`src/rtl/uart_pkg.sv`:
```
// Shared types and helpers for the configurable UART transmitter.
package uart_pkg;

    typedef enum logic [2:0] {IDLE, START, DATA, PARITY, STOP} uart_tx_state_t;
    typedef enum logic [1:0] {PAR_NONE, PAR_EVEN, PAR_ODD, PAR_RSVD} parity_t;

    function automatic int wc_startval(input int fclk, input int baud);
        return (fclk / baud) - 1;
    endfunction

    // The reserved encoding behaves as "no parity".
    function automatic logic parity_enabled(input parity_t mode);
        return (mode == PAR_EVEN) || (mode == PAR_ODD);
    endfunction

endpackage

```
`src/rtl/uart_fifo.sv`:
```
// Synchronous FIFO with first-word fall-through read data and occupancy count.
module uart_fifo #(
    parameter int WIDTH = 11,
    parameter int DEPTH = 4
) (
    input  logic                   clk,
    input  logic                   rst_n,
    input  logic                   push,
    input  logic [WIDTH-1:0]       push_data,
    input  logic                   pop,
    output logic [WIDTH-1:0]       pop_data,
    output logic                   full,
    output logic                   empty,
    output logic [$clog2(DEPTH):0] level
);

    localparam int AW = $clog2(DEPTH);
    localparam logic [AW-1:0] PTR_ONE    = AW'(1);
    localparam logic [AW:0]   CNT_ONE    = (AW + 1)'(1);
    localparam logic [AW:0]   FULL_LEVEL = (AW + 1)'(DEPTH);

    logic [WIDTH-1:0] mem [DEPTH];
    logic [AW-1:0]    wr_ptr;
    logic [AW-1:0]    rd_ptr;
    logic [AW:0]      count;
    logic             do_push;
    logic             do_pop;

    assign full     = (count == FULL_LEVEL);
    assign empty    = (count == '0);
    assign level    = count;
    assign do_push  = push && !full;
    assign do_pop   = pop && !empty;
    assign pop_data = mem[rd_ptr];

    always_ff @(posedge clk) begin
        if (do_push) begin
            mem[wr_ptr] <= push_data;
        end
    end

    // Pointers wrap naturally because DEPTH is a power of two.
    always_ff @(posedge clk or negedge rst_n) begin
        if (!rst_n) begin
            wr_ptr <= '0;
            rd_ptr <= '0;
            count  <= '0;
        end else begin
            if (do_push) begin
                wr_ptr <= wr_ptr + PTR_ONE;
            end
            if (do_pop) begin
                rd_ptr <= rd_ptr + PTR_ONE;
            end
            if (do_push && !do_pop) begin
                count <= count + CNT_ONE;
            end else if (do_pop && !do_push) begin
                count <= count - CNT_ONE;
            end
        end
    end

endmodule

```
`src/rtl/uart_tx_cfg.sv`:
```
// UART transmitter with configurable width, parity and stop bits, fed from an internal FIFO.
// Each queued word carries its own parity/stop settings, captured when it is pushed.
module uart_tx_cfg
    import uart_pkg::*;
#(
    parameter int FCLK      = 50_000_000,
    parameter int BAUD      = 115_200,
    parameter int DATA_BITS = 8,
    parameter int DEPTH     = 4
) (
    input  logic                   clk,
    input  logic                   rst_n,
    input  logic [DATA_BITS-1:0]   tx_data,
    input  logic                   tx_valid,
    output logic                   tx_ready,
    input  logic [1:0]             parity_mode,
    input  logic                   stop2,
    output logic                   tx,
    output logic                   tx_idle,
    output logic [$clog2(DEPTH):0] fifo_level
);

    localparam int BIT_CYCLES = FCLK / BAUD;
    localparam int WC_W       = $clog2(BIT_CYCLES);
    localparam int BC_W       = $clog2(DATA_BITS);
    localparam int WORD_W     = DATA_BITS + 3;

    localparam logic [WC_W-1:0] WC_STARTVAL = WC_W'(wc_startval(FCLK, BAUD));
    localparam logic [WC_W-1:0] WC_ONE      = WC_W'(1);
    localparam logic [BC_W-1:0] BC_LAST     = BC_W'(DATA_BITS - 1);
    localparam logic [BC_W-1:0] BC_ONE      = BC_W'(1);

    uart_tx_state_t state;
    uart_tx_state_t next_state;

    logic [WORD_W-1:0]    push_word;
    logic [WORD_W-1:0]    pop_word;
    logic                 fifo_full;
    logic                 fifo_empty;
    logic                 fifo_pop;

    logic [DATA_BITS-1:0] pop_bits;
    parity_t              pop_mode;
    logic                 pop_stop2;
    logic                 pop_par;

    logic [DATA_BITS-1:0] shift;
    logic [WC_W-1:0]      wc;
    logic [BC_W-1:0]      bc;
    logic                 par_en;
    logic                 par_bit;
    logic                 stop2_l;
    logic                 second_stop;
    logic                 wc_zero;
    logic                 tx_next;

    assign push_word = {stop2, parity_mode, tx_data};

    uart_fifo #(
        .WIDTH (WORD_W),
        .DEPTH (DEPTH)
    ) u_fifo (
        .clk       (clk),
        .rst_n     (rst_n),
        .push      (tx_valid),
        .push_data (push_word),
        .pop       (fifo_pop),
        .pop_data  (pop_word),
        .full      (fifo_full),
        .empty     (fifo_empty),
        .level     (fifo_level)
    );

    assign tx_ready  = !fifo_full;
    assign tx_idle   = (state == IDLE) && fifo_empty;
    assign wc_zero   = (wc == '0);

    assign pop_bits  = pop_word[DATA_BITS-1:0];
    assign pop_mode  = parity_t'(pop_word[DATA_BITS+1:DATA_BITS]);
    assign pop_stop2 = pop_word[DATA_BITS+2];
    assign pop_par   = (pop_mode == PAR_ODD) ? ~^pop_bits : ^pop_bits;

    always_ff @(posedge clk or negedge rst_n) begin : state_ff
        if (!rst_n) begin
            state <= IDLE;
        end else begin
            state <= next_state;
        end
    end

    // The STOP exit pops directly into START so queued frames leave with no idle gap.
    always_comb begin : state_comb
        next_state = state;
        fifo_pop   = 1'b0;
        case (state)
            IDLE: begin
                if (!fifo_empty) begin
                    fifo_pop   = 1'b1;
                    next_state = START;
                end
            end
            START: begin
                if (wc_zero) begin
                    next_state = DATA;
                end
            end
            DATA: begin
                if (wc_zero && (bc == BC_LAST)) begin
                    next_state = par_en ? PARITY : STOP;
                end
            end
            PARITY: begin
                if (wc_zero) begin
                    next_state = STOP;
                end
            end
            STOP: begin
                if (wc_zero && (!stop2_l || second_stop)) begin
                    if (!fifo_empty) begin
                        fifo_pop   = 1'b1;
                        next_state = START;
                    end else begin
                        next_state = IDLE;
                    end
                end
            end
            default: next_state = IDLE;
        endcase
    end

    always_comb begin : output_comb
        tx_next = 1'b1;
        case (state)
            START:   tx_next = 1'b0;
            DATA:    tx_next = shift[0];
            PARITY:  tx_next = par_bit;
            default: tx_next = 1'b1;
        endcase
    end

    always_ff @(posedge clk or negedge rst_n) begin : datapath_ff
        if (!rst_n) begin
            shift       <= '0;
            wc          <= '0;
            bc          <= '0;
            par_en      <= 1'b0;
            par_bit     <= 1'b0;
            stop2_l     <= 1'b0;
            second_stop <= 1'b0;
        end else if (fifo_pop) begin
            shift       <= pop_bits;
            wc          <= WC_STARTVAL;
            bc          <= '0;
            par_en      <= parity_enabled(pop_mode);
            par_bit     <= pop_par;
            stop2_l     <= pop_stop2;
            second_stop <= 1'b0;
        end else if (state != IDLE) begin
            if (wc_zero) begin
                wc <= WC_STARTVAL;
                if (state == DATA) begin
                    shift <= shift >> 1;
                    if (bc != BC_LAST) begin
                        bc <= bc + BC_ONE;
                    end
                end
                if (state == STOP) begin
                    second_stop <= 1'b1;
                end
            end else begin
                wc <= wc - WC_ONE;
            end
        end
    end

    // Registered from the current state, so the line trails the FSM by one cycle.
    always_ff @(posedge clk or negedge rst_n) begin : tx_ff
        if (!rst_n) begin
            tx <= 1'b1;
        end else begin
            tx <= tx_next;
        end
    end

endmodule

```
`config.mk`:
```
export PLATFORM = sky130hd
export DESIGN_NAME = uart_tx_cfg
export DESIGN_NICKNAME = d
export VERILOG_FILES = /design/src/rtl/uart_pkg.sv /design/src/rtl/uart_fifo.sv /design/src/rtl/uart_tx_cfg.sv
export SDC_FILE = /design/constraint.sdc
export NUM_CORES = 1
export LEC_CHECK = 0
export BUFFER_PORTS_ARGS = -buffer_cell sky130_fd_sc_hd__buf_2
export CORE_ASPECT_RATIO = 0.8
export CORE_MARGIN = 2
export CORE_UTILIZATION = 45
export DETAILED_ROUTE_END_ITERATION = 10
export GPL_ROUTABILITY_DRIVEN = 0
export PLACE_DENSITY_LB_ADDON = 0.12
export SLEW_MARGIN = 15
export SYNTH_ARGS = -nofsm -noshare
export SYNTH_HDL_FRONTEND = slang
export SYNTH_SLANG_ARGS = --single-unit
```
`constraint.sdc`:
```
create_clock -name clk -period 3.1 [get_ports clk]
set_input_delay 0.31 -clock clk [delete_from_list [all_inputs] [get_ports clk]]
set_output_delay 0.31 -clock clk [all_outputs]
set_load 0.02 [all_outputs]
```
* Word-level counts from Yosys, hierarchy flattened
Memories as Yosys holds them, arrays and structs flattened. Index checks and enable logic that the tools add are counted.
Storage, ports and cells: output and inout bits 6, memories kept 1, bits of input ports 14, word-level logic and storage cells 96, register bits 35, bits in writable memories 44
Cells by class: reductions and logical operators 30, mux-type cells 33, $add $sub $neg 6, eq/ne operators 14
Memories:
- u_fifo.mem | words 4, bits a word 11, rd ports 1, clocked after memory_dff 0, write ports 1, RTL line uart_fifo.sv:22 | logic [WIDTH-1:0] mem [DEPTH];
Operators with widths (count):
- two-way mux 3 bit | 13
- two-way mux 8 bit | 4
- two-way mux 9 bit | 3
- one-hot mux 3 bit (5 select lines) | 1
- nonzero test 2 bit | 6
- two-way mux 1 bit | 10
- != test 2 bit, second input constant | 5
- == test 3 bit, second input constant | 3
- zero test 9 bit | 1
- subtractor 9 x 1 -> 9 bit, second input constant | 1
- XNOR reduction 8 bit | 1
- XOR reduction 8 bit | 1
- logical AND 1 bit | 7
- adder 3 x 1 -> 3 bit, second input constant | 2
- == test 3 x 2 -> 1 bit, second input constant | 2
- zero test 3 bit | 2
- AND reduction 3 bit | 2
- zero test 1 bit | 5
- AND reduction 5 bit | 1
- adder 2 x 1 -> 2 bit, second input constant | 2
- AND reduction 4 bit | 1
- == test 3 x 1 -> 1 bit, second input constant | 1
- != test 3 bit, second input constant | 1
- one-hot mux 1 bit (3 select lines) | 1
- 6 further kinds | 7

* Longest topological paths before layout
depth after elaboration 9, gate-level depth with buffers 13, mapped depth without buffers 12

* Cells and area by module
Synthesis repeated with hierarchy kept, for this count alone.
Second synthesis, totals: cell total of the unflattened synthesis 268, area total of the unflattened synthesis 3799.9 sq um
Modules (own cells, without submodules):
- uart_fifo | area each 2040.7 sq um, instances 1, cells an instance 93, sequential area each 1496.4 sq um
- uart_tx_cfg | area each 1759.2 sq um, instances 1, cells an instance 175, sequential area each 701.9 sq um

* Worst setup path after synthesis
Ideal clock, no wire load.
kind reg-to-reg, from reg wc[0], to reg u_fifo.count[1], in the netlist u_fifo.level[1], stages on the path, launching flop included 12, buffers on the path 1, setup time 0.125 ns, required time 2.975 ns, period minus slack after synthesis 2.693 ns, arrival time 2.568 ns, slack 0.407 ns, cell sequence dfrtp_1 inv_1 ha_1 nor4b_2 nand3_1 a21oi_4 inv_1 buf_2 ha_1 inv_1 fa_1 mux2_2
On the way: longest elaborated chain between the ends 8, elaborated cells between the ends (all ways) 10, those cells by class mux (3); reduce/logical (7)
Ends and longest elaborated chain:
- from (decl) | RTL line uart_tx_cfg.sv:48 | logic [WC_W-1:0] wc;
- from (signal assigned) | RTL line uart_tx_cfg.sv:171 | wc <= wc - WC_ONE;
- zero test 9 bit (*) | RTL line uart_tx_cfg.sv:76 | assign wc_zero = (wc == '0);
- logical AND 1 bit (*) | RTL line uart_tx_cfg.sv:118 | if (wc_zero && (!stop2_l || second_stop)) begin
- two-way mux 1 bit (*) | RTL line uart_tx_cfg.sv:118
- one-hot mux 1 bit (2 select lines) (*) | RTL line uart_tx_cfg.sv:95 | case (state)
- logical AND 1 bit (*) | RTL line uart_fifo.sv:33 | assign do_pop = pop && !empty;
- zero test 1 bit | RTL line uart_fifo.sv:55 | if (do_push && !do_pop) begin
- logical AND 1 bit | RTL line uart_fifo.sv:55
- two-way mux 3 bit or nonzero test 2 bit (tied branches)
- to (signal assigned) | RTL line uart_fifo.sv:56 | count <= count + CNT_ONE;
- to (signal assigned) | RTL line uart_fifo.sv:58 | count <= count - CNT_ONE;
- to (decl) | RTL line uart_fifo.sv:25 | logic [AW:0] count;
Every way passes the cells marked *; elsewhere a longest branch is shown, timed or not. A chain may end at the register's enable or synchronous reset.

* Worst setup path after layout
Ends and elaborated chain as after synthesis.

==> results by group <==
Clocking
  – CTS tree: built
  – Inserted Clock Buffers: 9
  – CTS hold repair buffers: 0
  – TritonCTS Sinks: 79
  – Root buffer selected by CTS: clkbuf_8
  – H-tree levels: 3
  – PostCTS Resize Cnt: 0
  – Post-CTS Setup Repair Bufs: 0
  – Clk buf depth: 2
  – Clock Pin Slew Worst Setup and Hold Paths: 90 ps
  – Clock latency on the worst-skew pair: 360 ps

Final layout
  – Number of fill cells: 657
  – Fraction of layout instances using a drive strength above 1: 0.1882
  – Total Nets Final: 291
  – Area growth syn-to-layout: 11.12%
  – Diode count: 0

Routing
  – Post-DR wirelength/cell: 15.57 µm
  – Met3 WL post-DR: 225 µm
  – ANT nets after route: 0
  – Met1 wire length: 2907 µm
  – Total iterations of the first detailed-routing run: 4
  – Total number of vias: 1971
  – Met2 wire len: 2645 µm
  – Total wire length: 5853 µm
  – DR DRC count: 0
  – Max layer used: met4
  – Vias/cell: 5.242
  – Initial DRC Count: 45

Floorplan
  – Std cell rows: 28
  – Die H: 83.37 µm
  – Die width: 103.2 µm
  – Die area: 8605 µm²
  – Core Area: 7532 µm²
  – IO Pins: 20
  – Starting Density: 0.4704

GRT
  – Initial antenna violation count: 0
  – First-pass GRT wire length: 9929 µm
  – Vias in the first global route: 1991
  – Largest net degree at the start of global routing: 36
  – Total track usage: 0.1542
  – Overflow after GRT: 0

Setup path
  – Worst Setup Start Kind: register
  – Required time of the critical path: 3350 ps
  – Crit-path most repeated cell: inv_1
  – R2R Setup Slk: 430 ps
  – Critical Path, Cell by Cell: inv_1 > ha_1 > nor4b_2 > nand3_1 > a21oi_4 > inv_1 > ha_1 > inv_1 > fa_1 > mux2_2
  – CP max stage delay: 430 ps
  – Worst EP arrival: 2920 ps
  – Critical-path top delay cell: dfrtp_1
  – Setup CP Type: reg -> reg
  – CP Capture Type: register
  – Worst Path Max Fanout: 7

Power and ir drop
  – P_leak: 1.549 nW
  – Sequential Power Share: 0.534
  – Combinational Power Share: 0.169
  – Pint: 1.768 mW
  – Sw Ratio: 0.2906
  – Power share of the clock group: 0.297
  – Switch Pwr: 724.3 µW
  – PwrDens: 633.0 nW/µm²
  – Worst IR Drop VDD: 417.2 µV

STA
  – Setup TNS: 0 ps
  – Final Setup Violations: 0
  – Final number of hold-violating endpoints: 0
  – Period Utilization, post-route: 0.8628
  – Slew margin rel.: 0.4964
  – Setup ws final: 425.4 ps
  – Worst Tran Pin Value: 755.3 ps
  – Crit path time final: 2675 ps
  – Slew Viols, Final: 0
  – RSZ-0062 raised after global routing: false
  – Final Skew: 14.35 ps
  – Fmax: 373.9 MHz

Min path
  – HP Class: in -> async

Synth
  – YS warnings: 0
  – Mean Syn Cell Area: 14.64 µm²
  – Ys flop type: edfxtp_1
  – Synthesis-stage register bit count: 79
  – Yosys cell types: 47
  – Syn Inst Count: 242
  – Seq/Total Area, Yosys: 0.6204
  – Mapped Nets: 267
  – Fraction of registers with async set/reset: 0.4430
  – EDFF count, synth: 44
  – Netlist Area Pre-Place: 3543 µm²

Place
  – Port Buffers: 19
  – Hpwl dp: 3999 µm
  – Pre-CTS setup slack: 420.4 ps

Status
  – Outcome: completed

Run
  – Max-Cap Viols: 0
## Yosys cell counts, types with 4 or more instances
master | instances | area share
a21oi_1 | 4 | 0.0056
xnor2_1 | 9 | 0.022
o22ai_1 | 8 | 0.014
nand3_1 | 5 | 0.0071
nand2_1 | 14 | 0.015
buf_2 | 4 | 0.0056
and3_1 | 4 | 0.0071
ha_1 | 10 | 0.035
or3_1 | 4 | 0.0071
xor2_1 | 4 | 0.0099
o21ai_0 | 15 | 0.021
edfxtp_1 | 44 | 0.37
inv_1 | 12 | 0.013
a2bb2oi_1 | 7 | 0.017
nor2_1 | 10 | 0.011
dfrtp_1 | 34 | 0.24
mux4_1 | 10 | 0.074
## layout by cell type (no fill, tap or decap), types with 5 or more instances in the layout
cell type and n:
o22ai_1 8, xnor2_1 9, nand3_1 5, nor2_1 10, inv_1 12, nand2_1 14
edfxtp_1 44, o21ai_0 15, ha_1 10, buf_2 19, dfrtp_1 34, mux4_1 10
a2bb2oi_1 7, clkbuf_8 9
## layer usage
| metal | global-route usage | vias to the layer above |
|---|---|---|
| met3 | 0.06481 | 5 |
| met4 | 0.04665 | 0 |
| met5 | 0 | - |
| li1 | - | 971 |
| met2 | 0.2226 | 25 |
| met1 | 0.2127 | 970 |
## critical path, delay by kind of cell, from the launching register on
kind                       cells  cell delay [ps]
adders and majority gates      3              770
AOI/OAI and AO/OA              1              290
buffers and inverters          3              260
muxes                          1              260
DFF                            1              430
and+or+nand+nor                2              560
## final cells by class
cell class                      instances  area [µm²]  area share
Clock buffer                            9       123.9     0.03146
Tap cell                              105       131.4     0.03337
Sequential cell                        79        2198      0.5583
Clock inverter                          7       71.32     0.01811
Timing Repair Buffer                   21       110.1     0.02796
Inverter                               12       45.04     0.01144
Multi-Input combinational cell        143        1257      0.3194
## cell families after synthesis
kind of cell / after synthesis / synth area share
AO/OA/AOI/OAI: 50 / 0.09922
buffers and inverters: 20 / 0.02472
adder cells (fa/ha/maj): 11 / 0.04096
XOR/XNOR: 15 / 0.04308
flip-flops: 79 / 0.6204
AND/OR/NAND/NOR: 53 / 0.08157
multiplexers: 14 / 0.09004
## power groups by stage
stage | clock, mW | combinational [mW] | sequential [mW]
4_1_cts | 0.764 | 0.433 | 1.33
2_1_floorplan | 0 | 0.282 | 1.36
3_3_place_gp | 0 | 0.420 | 1.35
5_1_grt | 0.814 | 0.470 | 1.35
6_report | 0.741 | 0.421 | 1.33
3_5_place_dp | 0 | 0.431 | 1.35
## state kept, by name, indices dropped and copies added, names as in the netlist, 2 cells and up
register	count
u_fifo.level	3
wc	9
state	3
shift	8
bc	3
u_fifo.mem	44
u_fifo.rd_ptr	2
u_fifo.wr_ptr	2
## through the flow
step	cells	total power, mW	utilization	cell area, µm²	hold slack (ps)
after global routing	376	2.630	0.5228	3938	75.54
after CTS	376	2.530	0.5228	3938	44.22
after detailed placement	360	1.785	0.4968	3742	444.8
final	376	2.492	0.5228	3938	11.74
after global placement	360	1.773	0.4968	3742	449.7
after floorplan	242	1.644	-	3543	14.41
## path summary, 6_finish.rpt
| check | from | end | depth (start not counted) |
|---|---|---|---|
| worst max-delay path | wc[0] | u_fifo.level[1] | 10 |
| min in group clk | tx_data[4] | u_fifo.mem[0][4] | 1 |
| worst max register to register | wc[0] | u_fifo.level[1] | 10 |
| worst min-delay path | rst_n | par_bit | 1 |
| max in group asynchronous | rst_n | second_stop | 1 |
| worst min register to register | par_bit | par_bit | 2 |
No activity file was read; power rests on OpenSTA's default activity.
